==> config.mk <==
export PLATFORM = sky130hd
export DESIGN_NAME = mux_n1_pipe
export DESIGN_NICKNAME = d
export VERILOG_FILES = /design/src/rtl/mux_pkg.sv /design/src/rtl/mux_n1_comb.sv /design/src/rtl/mux_n1_pipe.sv
export SDC_FILE = /design/constraint.sdc
export NUM_CORES = 1
export LEC_CHECK = 0
export BUFFER_PORTS_ARGS = -buffer_cell sky130_fd_sc_hd__buf_2
export CAP_MARGIN = 20
export CORE_UTILIZATION = 55
export CTS_BUF_LIST = sky130_fd_sc_hd__clkbuf_8
export DETAILED_ROUTE_END_ITERATION = 8
export PLACE_DENSITY = 0.85
export SLEW_MARGIN = 10
export SYNTH_ARGS = -nofsm -noshare
export SYNTH_HDL_FRONTEND = slang
export SYNTH_SLANG_ARGS = --single-unit
==> constraint.sdc <==
create_clock -name CLK -period 5.3 [get_ports CLK]
set_input_delay 0.53 -clock CLK [delete_from_list [all_inputs] [get_ports CLK]]
set_output_delay 0.53 -clock CLK [all_outputs]
set_load 0.01 [all_outputs]
==> src/rtl/mux_pkg.sv <==
// Shared types and parameter-legality helpers for the N:1 pipelined select.
package mux_pkg;

  // Occupancy of the head/skid register pair.
  typedef enum logic [1:0] {
    EMPTY = 2'd0,
    ONE   = 2'd1,
    FULL  = 2'd2
  } skid_state_t;

  localparam int N_IN_MIN = 2;
  localparam int N_IN_MAX = 16;

  function automatic bit n_in_legal(input int n);
    return (n >= N_IN_MIN) && (n <= N_IN_MAX);
  endfunction

endpackage

==> src/rtl/mux_n1_comb.sv <==
// Pure combinational N:1 select with range check.
// A select value with no matching input yields a zero word and err=1.
module mux_n1_comb #(
  parameter int size  = 32,
  parameter int N_IN  = 4,
  parameter int SEL_W = $clog2(N_IN)
) (
  input  logic [N_IN*size-1:0] words,
  input  logic [SEL_W-1:0]     sel,
  output logic [size-1:0]      word,
  output logic                 err
);

  // Scan all inputs; exactly one matches an in-range select, none match otherwise.
  always_comb begin
    word = '0;
    err  = 1'b1;
    for (int k = 0; k < N_IN; k++) begin
      if (sel == SEL_W'(k)) begin
        word = words[k*size +: size];
        err  = 1'b0;
      end
    end
  end

endmodule

==> src/rtl/mux_n1_pipe.sv <==
// N:1 datapath select fused with a flow-controlled pipeline register.
// A head register drives the outputs; a single skid register absorbs the
// word accepted in the cycle a stall appears, so IN_READY comes straight
// from the state register and full throughput is kept.
//
//  state | meaning
//  EMPTY | no word held, OUT_VALID=0
//  ONE   | head valid, skid free
//  FULL  | head and skid valid, IN_READY=0
module mux_n1_pipe
  import mux_pkg::*;
#(
  parameter int size  = 32,
  parameter int N_IN  = 4,
  parameter int SEL_W = $clog2(N_IN)
) (
  input  logic                 CLK,
  input  logic                 RST,
  input  logic [N_IN*size-1:0] IN,
  input  logic [SEL_W-1:0]     SEL,
  input  logic                 IN_VALID,
  output logic                 IN_READY,
  input  logic                 FLUSH,
  output logic [size-1:0]      OUT,
  output logic [SEL_W-1:0]     OUT_SEL,
  output logic                 SEL_ERR,
  output logic                 OUT_VALID,
  input  logic                 OUT_READY
);

  if (!n_in_legal(N_IN)) begin : g_bad_n_in
    $error("mux_n1_pipe: N_IN out of range 2..16");
  end

  skid_state_t        state;
  logic [size-1:0]    head_word;
  logic [SEL_W-1:0]   head_sel;
  logic               head_err;
  logic [size-1:0]    skid_word;
  logic [SEL_W-1:0]   skid_sel;
  logic               skid_err;

  logic [size-1:0]    new_word;
  logic               new_err;
  logic               accept;
  logic               drain;

  mux_n1_comb #(
    .size  (size),
    .N_IN  (N_IN),
    .SEL_W (SEL_W)
  ) u_sel (
    .words (IN),
    .sel   (SEL),
    .word  (new_word),
    .err   (new_err)
  );

  // Handshake qualifiers; ready/valid are pure state decodes, no input feeds them.
  always_comb begin
    IN_READY  = (state != FULL);
    OUT_VALID = (state != EMPTY);
    accept    = IN_VALID & IN_READY;
    drain     = OUT_VALID & OUT_READY;
  end

  assign OUT     = head_word;
  assign OUT_SEL = head_sel;
  assign SEL_ERR = head_err;

  // Occupancy FSM with head/skid loads; flush empties the pair but leaves data in place.
  always_ff @(posedge CLK or posedge RST) begin
    if (RST) begin
      state     <= EMPTY;
      head_word <= '0;
      head_sel  <= '0;
      head_err  <= 1'b0;
      skid_word <= '0;
      skid_sel  <= '0;
      skid_err  <= 1'b0;
    end else if (FLUSH) begin
      state <= EMPTY;
    end else begin
      unique case (state)
        EMPTY: begin
          if (accept) begin
            head_word <= new_word;
            head_sel  <= SEL;
            head_err  <= new_err;
            state     <= ONE;
          end
        end
        ONE: begin
          if (accept && drain) begin
            head_word <= new_word;
            head_sel  <= SEL;
            head_err  <= new_err;
          end else if (accept) begin
            skid_word <= new_word;
            skid_sel  <= SEL;
            skid_err  <= new_err;
            state     <= FULL;
          end else if (drain) begin
            state <= EMPTY;
          end
        end
        FULL: begin
          if (drain) begin
            head_word <= skid_word;
            head_sel  <= skid_sel;
            head_err  <= skid_err;
            state     <= ONE;
          end
        end
        default: state <= EMPTY;
      endcase
    end
  end

endmodule

## After elaboration in Yosys (flattened, before gate mapping)

Index checks and enable logic that the tools add are counted.

| operators by class | value |
|---|---|
| equality and inequality tests | 13 |
| muxes and demuxes | 27 |
| bitwise logic cells | 4 |
| reductions and logical operators | 8 |

Operators by type and width:

| operator | number |
|---|---|
| $mux W32 | 7 |
| $pmux W32 S3 | 1 |
| $mux W2 | 9 |
| $pmux W2 S3 | 2 |
| $ne A3 B3 Y1 const B | 3 |
| $ne A2 B2 Y1 const B | 4 |
| $reduce_and A4 Y1 | 2 |
| $mux W1 | 7 |
| $eq A2 B2 Y1 const B | 3 |
| $reduce_and A5 Y1 | 1 |
| $eq A2 B1 Y1 const B | 2 |
| $logic_not A2 Y1 | 2 |
| $ne A4 B4 Y1 const B | 1 |
| $pmux W1 S3 | 1 |
| $reduce_bool A3 Y1 | 1 |
| $and A1 B1 Y1 | 2 |
| $not A1 Y1 | 2 |
| $reduce_bool A2 Y1 | 1 |
| $logic_and A1 B1 Y1 | 1 |

| storage, ports and cells | value |
|---|---|
| flip-flop bits (word level) | 72 |
| input port bits | 135 |
| output and inout port bits | 37 |
| word-level logic and storage cells | 59 |

## Depth between registers and ports, before layout

Gate-level depths: netlist of run 1.

| logic depth | value |
|---|---|
| depth in word-level cells | 7 |
| gate-level depth with buffers | 7 |
| gate-level depth less buffers | 5 |

## Hierarchy

From an unflattened synthesis of run 1, not the netlist that was laid out.

| unflattened totals | value |
|---|---|
| cells, all modules | 245 |
| area total of the unflattened synthesis | 4282.9 sq um |

By module, submodules not included:

| module | instances | cells each | area an instance (sq um) | sequential area each (sq um) |
|---|---|---|---|---|
| mux_n1_pipe | 1 | 204 | 3457.1 | 1801.7 |
| mux_n1_comb | 1 | 41 | 825.8 | 0.0 |

## Worst setup path after synthesis of run 1

No wires, ideal clock.

| timing | value |
|---|---|
| path type | input to register |
| start | input port IN_VALID |
| end | register head_word[10], in the netlist OUT[10] |
| setup time | 0.128 ns |
| arrival | 1.602 ns |
| required time | 5.172 ns |
| path slack | 3.570 ns |
| stages | 5 |
| buffers on the path | 1 |
| cells stage by stage | nor2b_1 > and2_1 > o21bai_4 > buf_2 > mux2_1 |

| between the ends | value |
|---|---|
| longest elaborated chain between the ends | 4 |
| elaborated cells on any way between the ends | 5 |
| classes of those cells | 2 x eq/ne; 1 x bitwise; 2 x reduce/logical |

Ends and longest elaborated chain:

| element | RTL line | RTL |
|---|---|---|
| start: declaration | mux_n1_pipe.sv:21 | `input logic IN_VALID,` |
| $and A1 B1 Y1 * | mux_n1_pipe.sv:63 | `accept = IN_VALID & IN_READY;` |
| $logic_and A1 B1 Y1 | mux_n1_pipe.sv:94 | `if (accept && drain) begin` |
| $ne A2 B2 Y1 (no line) | n/a |  |
| $reduce_and A5 Y1 (no line) * | n/a |  |
| end signal: assignment | mux_n1_pipe.sv:87 | `head_word <= new_word;` |
| end signal: assignment | mux_n1_pipe.sv:95 | `head_word <= new_word;` |
| end signal: assignment | mux_n1_pipe.sv:109 | `head_word <= skid_word;` |
| end: declaration | mux_n1_pipe.sv:36 | `logic [size-1:0] head_word;` |

Every way passes the cells marked *; elsewhere a longest branch is shown, timed or not.
A chain may end at the register's enable or synchronous reset.

## Final worst setup path of run 1

| timing | value |
|---|---|
| start | register state[1] |
| end | output port IN_READY |

| between the ends | value |
|---|---|
| longest elaborated chain between the ends | 1 |

Ends and longest elaborated chain:

| element | RTL line | RTL |
|---|---|---|
| start: declaration | mux_n1_pipe.sv:35 | `skid_state_t state;` |
| start signal: assignment | mux_n1_pipe.sv:74 | `state <= EMPTY;` |
| start signal: assignment | mux_n1_pipe.sv:82 | `state <= EMPTY;` |
| start signal: assignment | mux_n1_pipe.sv:90 | `state <= ONE;` |
| $ne A2 B2 Y1 | mux_n1_pipe.sv:61 | `IN_READY = (state != FULL);` |
| end: declaration | mux_n1_pipe.sv:22 | `output logic IN_READY,` |

No other way between the ends.

==> impl_results.md, run 1 <==
* Fmax at 406 MHz
* Status: completed
* Hold Buf Count CTS at 0
* Relative slew slack at 0.361
* RSZ-0062 raised after global routing: no
* Max VDD drop at 0.173 mV
* Synth top area share at 0.411
* Initial antenna violation count at 0
* Syn Area/Cell at 10.1 um2
* Synth Register Bits at 72
* Max-cap violations at 0
* Reg2Reg Depth at 6
* Endpoint, Worst Hold: state[0]$_DFFE_PP0P_
* Crit-path max FO at 35
* Async set-or-reset flop fraction in the synthesized netlist at 1.00
* Largest net degree at the start of global routing at 74
* Postcts setup bufs at 0
* Post_cts resized at 0
* Share of layout cells above drive strength 1 at 0.448
* Worst Path Required at 4770 ps
* XOR/XNOR Fraction of Synth Area at 0
* Die height at 91.3 um
* Minimum clock period at 2460 ps
* Clk slew on worst S/H paths at 70 ps
* Core area at 0.00773 mm2
* Largest buffer count on any clock path at 2
* Area of placed instances at 0.00526 mm2
* CP Cell Sequence: nor2b_2, buf_4, inv_2, buf_2
* GR Util All Layers at 0.261
* Drt first pass iters at 4
* Synth Area in Compound Gates at 0.137
* Adder-Cell Fraction of Synth Area at 0
* Area leader, netlist: dfrtp_1
* Detailed router's first-iteration violation count at 188
* Setup Skew at 4.27 ps
* CTS buffer count at 9
* Most frequent cell after synthesis: dfrtp_1
* Syn_nets at 569
* HP Start: FLUSH
* Synth cell types at 28
* Die area at 0.00834 mm2
* EDFF count, synth at 0
* Reg-to-Reg End: OUT[16]$_DFFE_PP0P_
* Type of origin of the critical path: register
* WHS Path Cells at 2
* Post-Syn Instances at 434
* # clock sinks at 72
* Largest family of logic cells by synthesized area: multiplexers
* Ys Warns at 0
* CP max stage delay at 520 ps
* Synthesized area at 0.00439 mm2
* WHS at 389 ps
* Antenna Violating Nets Remaining at 0
* Antenna Diode Count at 0
* Vias in the first global route at 3788
* Remaining DRCs at 0
* WL final at 10400 um
* IO Port Bufs at 171
* IO Pins at 172
* Worst path arrival time at 1930 ps
* Final Hold Viols at 0
* Worst Setup Slack, final at 2840 ps
* Critical path class: reg2out
* Worst r2r src: state[1]$_DFFE_PP0P_
* Simple-gate share of the synthesized area at 0.126
* DP Wirelength at 7190 um
* Setup crit start: state[1]$_DFFE_PP0P_
* Post-route clock period utilization at 0.465
* Finished Cell Area at 0.00549 mm2
* DR vias at 3827
* Rows at 32
* Vias per std cell at 5.52
* Main flop type after synthesis: dfrtp_1
* Clock latency on the worst-skew pair at 330 ps
* Worst slew pin tran at 958 ps
* Mean routed wirelength per cell at 15.0 um
* Mux contribution to synthesized area at 0.281
* Initial Util at 0.568
* P&R area growth vs syn at 25.1%
* Slowest CP cell: inv_2
* DIE WIDTH at 91.3 um
* Max H-tree Level at 3
* P_leak at 2.70 nW
* Setup crit end kind: primary output
* Grt ovf at 0
* Worst Hold Class: in2reg
* Synth area leaders: dfrtp_1 41%, mux2_2 15%, mux2i_1 11%, nor2_1 4.7%, o21ai_0 3.6%
* Final setup TNS at 0 ps
* P per Cell Area at 304 mW/mm2
* Final nets at 721
* CTS tree: done
* Slew Limit Fails at 0
* Layout fillers at 560
* Finish-stage setup viols at 0
* Top post-synthesis cells by count: 72 x dfrtp_1, 58 x mux2_2, 55 x nor2_1, 48 x mux2i_1, 37 x nand2_1
* Root buffer cell: clkbuf_8
* Gpl congestion at 0.771
* Sequential area share after synthesis at 0.411
* R2r setup slk at 2970 ps
* Global-route wire length before repair at 17300 um
* Placement Setup Slack at 2800 ps
-- worst max-delay path by stage --
| stage | end | slack, ps |
|---|---|---|
| 2_1_floorplan | OUT[0]$_DFFE_PP0P_ | 2950 |
| 3_3_place_gp | skid_sel[0]$_DFFE_PP0P_ | 2810 |
| 3_5_place_dp | OUT[21]$_DFFE_PP0P_ | 2800 |
| 4_1_cts | IN_READY | 2810 |
| 5_1_grt | IN_READY | 2720 |
| 6_report | IN_READY | 2840 |
-- critical path: cells and delay by family (launching register included) --
family,cells,cell delay [ps]
flops,1,420
buf+inv,3,1010
simple gates,1,160
-- layer usage --
layer / track usage / vias to the layer above / wire (um)
met3: 0.0427 / 16 / 547
met2: 0.448 / 138 / 5190
met4: 0.0992 / 0 / 181
met1: 0.331 / 1811 / 4510
li1: - / 1862 / -
met5: 0 / - / 0
-- cell families after synthesis --
kind of cell | count (synthesis)
simple gates | 121
flops | 72
buf+inv | 39
mux | 115
compound gates | 87
-- final cells by class --
cell class	instances	area (um2)	share of cell area
multi-input cells	323	2400	0.438
flip-flops and latches	72	1800	0.328
repair buffers	176	928	0.169
clock buffers	10	138	0.0251
well taps	102	128	0.0233
clock inverters	6	76.3	0.0139
inverters	4	15.0	0.00274
-- per-stage QoR --
stage / instances / utilization / total power [mW]
3_5_place_dp: 676 / 0.680 / 1.21
5_1_grt: 693 / 0.710 / 1.76
3_3_place_gp: 675 / 0.676 / 1.18
2_1_floorplan: 434 / - / 1.03
6_report: 693 / 0.710 / 1.67
4_1_cts: 692 / 0.708 / 1.68
-- state kept, by name, indices dropped and copies added, names as in the netlist --
| register | count |
|---|---|
| OUT | 32 |
| OUT_SEL | 2 |
| SEL_ERR | 1 |
| skid_err | 1 |
| skid_sel | 2 |
| skid_word | 32 |
| state | 2 |
-- report_power, final --
| group | leakage (nW) | internal [mW] | switching [mW] |
|---|---|---|---|
| logic | 1.70 | 0.223 | 0.218 |
| registers | 0.877 | 0.683 | 0.0739 |
| clock network | 0.120 | 0.272 | 0.196 |
| total | 2.70 | 1.18 | 0.488 |
-- layout by cell type (no fill, tap or decap), types with 9 or more instances in the layout --
| cell | count |
|---|---|
| nand2_1 | 37 |
| mux2i_1 | 48 |
| a21oi_1 | 22 |
| nor3b_1 | 19 |
| a221oi_2 | 9 |
| clkbuf_8 | 10 |
| a211oi_1 | 19 |
| o21ai_0 | 32 |
| mux2_1 | 9 |
| nor2_1 | 55 |
| dfrtp_1 | 72 |
| mux2_2 | 58 |
| buf_2 | 170 |
No activity file was read; power rests on OpenSTA's default activity.
==> inputs of run 2 (changes only) <==
Settings changed: CORE_UTILIZATION 55 to 51, PLACE_DENSITY 0.85 to 0.79.
Clock period 5.3 ns to 2.3 ns, I/O delays scaled along.
==> impl_results.md, run 2 (synthesis results as in run 1) <==
* Status: completed
* Mean routed wirelength per cell at 15.5 um (+3.3%)
* Clock latency on the worst-skew pair at 340 ps (about the same)
* Largest buffer count on any clock path at 2 (unchanged)
* HP Start: FLUSH
* Final Hold Viols at 0 (unchanged)
* Die area at 0.00898 mm2 (+7.7%)
* RSZ-0062 raised after global routing: no
* # clock sinks at 72 (unchanged)
* Gpl congestion at 0.792 (+2.8%)
* DP Cell Count at 692 (+2.4%)
* Slew Limit Fails at 0 (unchanged)
* Remaining DRCs at 0 (unchanged)
* Minimum clock period at 1920 ps
* R2r setup slk at 380 ps (-2590 ps)
* Relative slew slack at 0.671 (+0.310)
* P&R area growth vs syn at 26.1%
* Antenna Diode Count at 0 (unchanged)
* Slowest CP cell: dfrtp_1
* Die height at 94.8 um (+3.8%)
* Worst Setup Slack, final at 377 ps (-2460 ps)
* Met2 Use GR at 0.450 (+0.00201)
* Fmax at 520 MHz
* Post-route clock period utilization at 0.836
* Max H-tree Level at 3 (unchanged)
* Most common cell after layout, fill and taps aside: buf_2
* Drt first pass iters at 5 (+1)
* Final setup TNS at 0 ps (unchanged)
* Worst path arrival time at 2140 ps (+210 ps)
* CP max stage delay at 420 ps (-100 ps)
* Clk slew on worst S/H paths at 80 ps (about the same)
* Commonest non-fill, non-tap cells in the layout: 170 x buf_2, 72 x dfrtp_1, 58 x mux2_2
* P per Cell Area at 650 mW/mm2 (+110%)
* CP Buf/Inv Count at 1 (-2)
* Vias per std cell at 5.56 (+0.61%)
* Rows at 33 (+3.1%)
* Reg-to-Reg End: OUT[9]$_DFFE_PP0P_
* Final Non-Filler Cells at 707 (+2.0%)
* Root buffer cell: clkbuf_8
* CTS tree: done
* Vias in the first global route at 3749 (-1.0%)
* DIE WIDTH at 94.8 um (+3.8%)
* Core area at 0.00826 mm2 (+6.9%)
* Crit-path max FO at 25 (-29%)
* Endpoint, Worst Hold: state[0]$_DFFE_PP0P_
* Type of origin of the critical path: register
* Worst slew pin tran at 492 ps (-466 ps)
* DR vias at 3928 (+2.6%)
* Critical path class: reg2reg
* Setup crit end kind: register
* WL final at 11000 um (+5.4%)
* P_leak at 2.72 nW (+0.94%)
* Setup Skew at 11.9 ps (+7.61 ps)
* Largest net degree at the start of global routing at 51 (-31%)
* WHS Path Cells at 2 (unchanged)
* Met1 Usage GRT at 0.302 (-0.0287)
* Global-route wire length before repair at 17200 um (-0.24%)
* Initial antenna violation count at 0 (unchanged)
* Grt ovf at 0 (unchanged)
* Post_cts resized at 0 (unchanged)
* Max VDD drop at 0.401 mV (+130%)
* Initial Util at 0.531 (-0.0365)
* Max-cap violations at 0 (unchanged)
* Crit path max-delay family: simple AND/OR/NAND/NOR gates
* Grt met3 use at 0.0596 (+0.0169)
* GRT busiest layer: met2
* Worst Path Required at 2520 ps (-2250 ps)
* DP Wirelength at 8180 um (+14%)
* CP Cell Sequence: nor2b_2, inv_2, and2_4, a221oi_2, mux2_1
* Share of layout cells above drive strength 1 at 0.460 (+0.0117)
* Placement Setup Slack at 389 ps (-2410 ps)
* Layout fillers at 683 (+22%)
* CTS buffer count at 9 (unchanged)
* Worst Hold Class: in2reg
* GR Util All Layers at 0.253 (-0.00792)
* Final nets at 734 (+1.8%)
* Finished Core Util at 0.670 (-0.0400)
* IO Port Bufs at 171 (unchanged)
* Detailed router's first-iteration violation count at 128 (-32%)
* Finish-stage setup viols at 0 (unchanged)
* Antenna Violating Nets Remaining at 0 (unchanged)
* IO Pins at 172 (unchanged)
* Worst r2r src: state[1]$_DFFE_PP0P_
* Reg2Reg Depth at 5 (-1)
## run 2: changes by cell type in the layout (fill, tap and decap cells not counted)
cell / change
bufinv_16: -2
clkbuf_8: -1
buf_4: +11
buf_16: -1
buf_12: +2
clkinv_4: +1
inv_1: -2
dlygate4sd3_1: +1
clkinv_2: +2
## run 2: layout make-up
| cell class | count | area, um2 | area share |
|---|---|---|---|
| inverter | 4 | 15.0 | 0.00271 |
| sequential | 72 | 1800 | 0.325 |
| multi-input combinational | 323 | 2400 | 0.434 |
| clock inverter | 5 | 27.5 | 0.00497 |
| clock buffer | 9 | 124 | 0.0224 |
| timing repair buffer | 189 | 1030 | 0.187 |
| tap | 105 | 131 | 0.0237 |
## run 2: what timing repair did
action,in CTS,in global routing
endpoints found under the hold margin,10,0
hold buffers,1,0
buffers inserted,0,0
## run 2: stage by stage
step / power, mW / instance area (um2) / hold WS [ps]
2_1_floorplan: 2.37 / 4390 / 296
3_3_place_gp: 2.75 / 5370 / 176
3_5_place_dp: 2.81 / 5370 / 177
4_1_cts: 3.63 / 5540 / 77.2
5_1_grt: 3.83 / 5540 / 81.2
6_report: 3.60 / 5540 / 90.2
## run 2: report_power, final
part	total [mW]	internal, mW	switching, mW
clock	0.818	0.371	0.447
sequential	1.74	1.57	0.166
combinational	1.04	0.528	0.514
## run 2: worst max path at each step
stage | startpoint | end | slack, ps | cells past startpoint
finish | state[1]$_DFFE_PP0P_ | OUT[9]$_DFFE_PP0P_ | 380 | 5
global route | state[1]$_DFFE_PP0P_ | OUT[19]$_DFFE_PP0P_ | 250 | 5
CTS | state[1]$_DFFE_PP0P_ | OUT[12]$_DFFE_PP0P_ | 380 | 5
detailed placement | state[1]$_DFFE_PP0P_ | OUT[12]$_DFFE_PP0P_ | 390 | 5
global placement | state[1]$_DFFE_PP0P_ | OUT[20]$_DFFE_PP0P_ | 460 | 5
floorplan | RST | OUT[0]$_DFFE_PP0P_ | 250 | 1
## run 2: per-layer routing
layer | part of all wire | vias to the layer above
li1 | - | 1885
met1 | 0.41 | 1867
met2 | 0.51 | 166
met3 | 0.068 | 10
met4 | 0.0085 | 0
met5 | 0 | -
